`src/rtl/axis_byte_packer.sv`:
```
// axis_byte_packer: packs an 8-bit AXI-stream LSB-first into N_BYTES-wide words with keep/last,
// buffered in a small first-word-fall-through FIFO with registered backpressure.
`default_nettype none

module axis_byte_packer #(
  parameter int N_BYTES    = 8,
  parameter int FIFO_DEPTH = 2,
  parameter int CNT_W      = 16
) (
  input  logic                 clk,
  input  logic                 reset,
  input  logic [7:0]           s_data,
  input  logic                 s_valid,
  input  logic                 s_last,
  output logic                 s_ready,
  output logic [8*N_BYTES-1:0] m_data,
  output logic [N_BYTES-1:0]   m_keep,
  output logic                 m_last,
  output logic                 m_valid,
  input  logic                 m_ready,
  output logic [CNT_W-1:0]     frame_cnt
);

  localparam int IDX_W  = (N_BYTES > 1) ? $clog2(N_BYTES) : 1;
  localparam int PTR_W  = (FIFO_DEPTH > 1) ? $clog2(FIFO_DEPTH) : 1;
  localparam int CNT_FW = $clog2(FIFO_DEPTH + 1);
  localparam int ENT_W  = 8*N_BYTES + N_BYTES + 1;

  typedef enum logic [0:0] {IDLE = 1'b0, COLLECT = 1'b1} state_t;

  state_t                 state;
  logic [8*N_BYTES-1:0]   acc;
  logic [N_BYTES-1:0]     keep;
  logic [IDX_W-1:0]       idx;
  logic [ENT_W-1:0]       mem [FIFO_DEPTH];
  logic [PTR_W-1:0]       wr_ptr;
  logic [PTR_W-1:0]       rd_ptr;
  logic [CNT_FW-1:0]      fifo_count;

  logic                   accept;
  logic                   complete;
  logic                   push;
  logic                   pop;
  logic [8*N_BYTES-1:0]   acc_next;
  logic [N_BYTES-1:0]     keep_next;
  logic [CNT_FW-1:0]      count_next;

  function automatic logic [PTR_W-1:0] ptr_inc(input logic [PTR_W-1:0] p);
    return (p == PTR_W'(FIFO_DEPTH - 1)) ? '0 : p + 1'b1;
  endfunction

  assign accept   = s_valid & s_ready;
  assign complete = (idx == IDX_W'(N_BYTES - 1)) | s_last;
  assign push     = accept & complete;
  assign pop      = m_valid & m_ready;

  assign m_valid = (fifo_count != '0);
  assign {m_data, m_keep, m_last} = mem[rd_ptr];

  // Merged view of the word including the current beat; this is what gets pushed.
  always_comb begin
    acc_next                 = acc;
    keep_next                = keep;
    acc_next[{idx, 3'b000} +: 8] = s_data;
    keep_next[idx]           = 1'b1;
  end

  always_comb begin
    count_next = fifo_count;
    if (push && !pop)
      count_next = fifo_count + 1'b1;
    else if (!push && pop)
      count_next = fifo_count - 1'b1;
  end

  always_ff @(posedge clk or posedge reset) begin
    if (reset) begin
      state      <= IDLE;
      acc        <= '0;
      keep       <= '0;
      idx        <= '0;
      wr_ptr     <= '0;
      rd_ptr     <= '0;
      fifo_count <= '0;
      s_ready    <= 1'b0;
      frame_cnt  <= '0;
      for (int i = 0; i < FIFO_DEPTH; i++)
        mem[i] <= '0;
    end else begin
      if (accept) begin
        case (state)
          IDLE:    if (!s_last) state <= COLLECT;
          COLLECT: if (s_last) state <= IDLE;
          default: state <= IDLE;
        endcase
        if (complete) begin
          acc  <= '0;
          keep <= '0;
          idx  <= '0;
        end else begin
          acc  <= acc_next;
          keep <= keep_next;
          idx  <= idx + 1'b1;
        end
      end
      if (push) begin
        mem[wr_ptr] <= {acc_next, keep_next, s_last};
        wr_ptr      <= ptr_inc(wr_ptr);
        if (s_last)
          frame_cnt <= frame_cnt + 1'b1;
      end
      if (pop)
        rd_ptr <= ptr_inc(rd_ptr);
      fifo_count <= count_next;
      // Registered ready: a full FIFO popped this cycle still refuses the beat.
      s_ready    <= (count_next < CNT_FW'(FIFO_DEPTH));
    end
  end

endmodule

`default_nettype wire

```
`config.mk`:
```
export PLATFORM = sky130hd
export DESIGN_NAME = axis_byte_packer
export DESIGN_NICKNAME = d
export VERILOG_FILES = /design/src/rtl/axis_byte_packer.sv
export SDC_FILE = /design/constraint.sdc
export NUM_CORES = 1
export LEC_CHECK = 0
export CORE_ASPECT_RATIO = 0.5
export CORE_MARGIN = 3
export CORE_UTILIZATION = 35
export DETAILED_ROUTE_END_ITERATION = 16
export SLEW_MARGIN = 5
export SYNTH_ARGS = -nofsm -noshare
export SYNTH_HDL_FRONTEND = slang
export SYNTH_SLANG_ARGS = --single-unit
```
`constraint.sdc`:
```
create_clock -name clk -period 19 [get_ports clk]
set_input_delay 1.9 -clock clk [delete_from_list [all_inputs] [get_ports clk]]
set_output_delay 1.9 -clock clk [all_outputs]
set_load 0.1 [all_outputs]
```
==> flow_summary.ini <==
[run_status]
status = complete, no violations

[grt]
grtUsageTotal_pct = 16.5
grt_pass1_vias = 8329
grt.overflow.total = 0
grt_pass1_wl_um = 44800
grt_max_degree = 161
antenna_found_initial = 1

[routing]
wl_per_cell_um = 18.2
firstDrtPassIters = 5
drcViolationCount = 0
postRouteAntennaNets = 0
drt_iter0_markers = 621
viasPerCell = 5.32
num_vias = 8059
wl_um = 27500

[timing]
rsz0062_at_grt = false
min_period_ns = 5.45
finalSetupViolCount = 0
hold_viol = 0
fin_crit_sh_pct = 28.7
max_freq_ghz = 0.183
worstMarginPinSlew_ns = 1.29
finClkSkew_ns = 0.00947
maxSlewHeadroom_pct = 13.6
fin_setup_tns_ns = 0
slew_viol_final = 0

[placement]
globalplace.congestion = 0.734
portBuffers = 103
dpl.hpwl_um = 17600

[logic_synthesis]
ys_seq_area_share_pct = 55.5
synth_edf_count = 0
postSynth.asyncResetShare_pct = 100
synth_top_area_share_pct = 55.5
synth_nets = 1043
avgSynthCellArea_um2 = 10.7
synth_cell_types = 53
synth_warnings = 0
ys.flop_type = dfrtp_1
synth_top_area_cell = dfrtp_1
ys_ff_latch = 242
synthTopCellsByArea = dfrtp_1, mux2_2, a31oi_1
synth_cells = 1019
mappedNetlistArea_mm2 = 0.0109

[finish]
final_cell_mix = dfrtp_1, nor2_1, nand2_1
drive_above_1_share_pct = 13.4
nets = 1108
syn2layout_area_growth_pct = 18.5
final_common_cell = dfrtp_1
antenna_cells = 0

[clock_network]
cts_buffers = 24
insertion_delay_ns = 0.52
clockBufferDepth = 3
clock-sinks = 242
cts_setup_buffers = 0
path_clk_slew_ns = 0.06
cts-root-buf = clkbuf_16
holdBufCountCts = 0
cts_tree = built
htree_levels = 1
postCtsResizedCells = 0

[critical_path]
cp.required_ns = 17.10
critPathSlowestCell = clkdlybuf4s50_1
cp_max_fo = 39
critical-path-max-stage-delay_ns = 1.15
arrival_ns = 3.55
start_kind = register
crit_path_end_kind = output port
path_class = reg2out
cp_cell_sequence = buf_4 -> mux2_2 -> clkdlybuf4s50_1

[job]
maxCapViolations = 0

[floorplanning]
io-pin-count = 104
fp-row-count = 44
initial_core_util_pct = 36.5
core-area_mm2 = 0.0298
die_h_um = 131
die_w_um = 256
design.die.area_mm2 = 0.0334

[worst_hold_path]
holdCritPathClass = reg2reg
## synth_stat cells (2+ instances only)
master and n:
a21o_1 4, a21o_2 2, a21o_4 2, a21oi_1 54, a22o_1 48, a31oi_1 96
a32oi_1 3, and2_1 2, and3_1 3, buf_2 32, buf_4 4, buf_6 7
clkbuf_1 26, dfrtp_1 242, ha_1 11, inv_1 12, mux2_2 73, mux2i_1 16
nand2_1 120, nand2_4 2, nand2b_1 2, nand3_1 17, nand3_4 2, nand4_1 2
nor2_1 155, nor2_2 2, nor2b_1 5, nor3_1 2, nor3_2 2, nor3_4 4
nor4_1 2, o21ai_0 22, o2bb2ai_1 8, or3_1 2, xnor2_1 10, xor2_1 6
## final timing paths
| kind | startpoint | to | slack [ns] | depth (start not counted) |
|---|---|---|---|---|
| max | rd_ptr | m_data[9] | 13.55 | 3 |
| min | frame_cnt[15] | frame_cnt[15] | 0.47 | 1 |
| max reg2reg | idx[0] | mem[30] | 15.43 | 8 |
| min reg2reg | frame_cnt[15] | frame_cnt[15] | 0.47 | 1 |
| max in group asynchronous | reset | rd_ptr | 15.11 | 3 |
| min in group asynchronous | reset | mem[84] | 1.99 | 2 |
## sequential cells by signal (all words and copies together), names as in the netlist
| signal | count |
|---|---|
| idx | 3 |
| keep | 8 |
| fifo_count | 2 |
| s_ready | 1 |
| frame_cnt | 16 |
| wr_ptr | 1 |
| rd_ptr | 1 |
| acc | 64 |
| mem | 146 |
## layer usage
layer	wire [um]	vias up	GRT usage, %
li1	-	3731	-
met1	12800	4101	22.4
met2	12900	182	27.6
met3	1230	43	2.95
met4	596	2	4.48
met5	8	-	0
## worst max-delay path, delay by kind of cell (launching register included)
| kind | cells | cell delay [ns] |
|---|---|---|
| DFF | 1 | 1.02 |
| muxes | 1 | 0.26 |
| buffers and inverters | 2 | 1.71 |
## layout make-up
class                      count  area (um2)
fill                        2829       16900
sequential                   242        6060
multi-input combinational    695        4440
timing repair buffer         108        1070
clock buffer                  37         751
tap                          414         518
inverter                      13        56.3
clock inverter                 6        33.8
## kinds of logic after synthesis
group,Yosys count,synth area share [%]
DFF,242,55.5
AOI/OAI and AO/OA,246,15.1
muxes,89,9.01
adders and majority gates,11,1.26
xor gates and xnor gates,16,1.28
and+or+nand+nor,333,14.0
buffers and inverters,82,3.81
## per-stage QoR
| stage | util, % | setup slack [ns] | hold slack, ns | cells | instance area [um2] |
|---|---|---|---|---|---|
| 2_1_floorplan | - | 10.46 | 0.444 | 1019 | 10900 |
| 3_3_place_gp | 40.7 | 14.10 | 0.457 | 1472 | 12100 |
| 3_5_place_dp | 40.7 | 14.06 | 0.455 | 1472 | 12100 |
| 4_1_cts | 43.3 | 13.49 | 0.469 | 1515 | 12900 |
| 5_1_grt | 43.3 | 13.36 | 0.483 | 1515 | 12900 |
| 6_report | 43.3 | 13.55 | 0.471 | 1515 | 12900 |
Power is not shown: default switching activity piles up to over one toggle a cycle in this logic, so the estimate is an artifact.
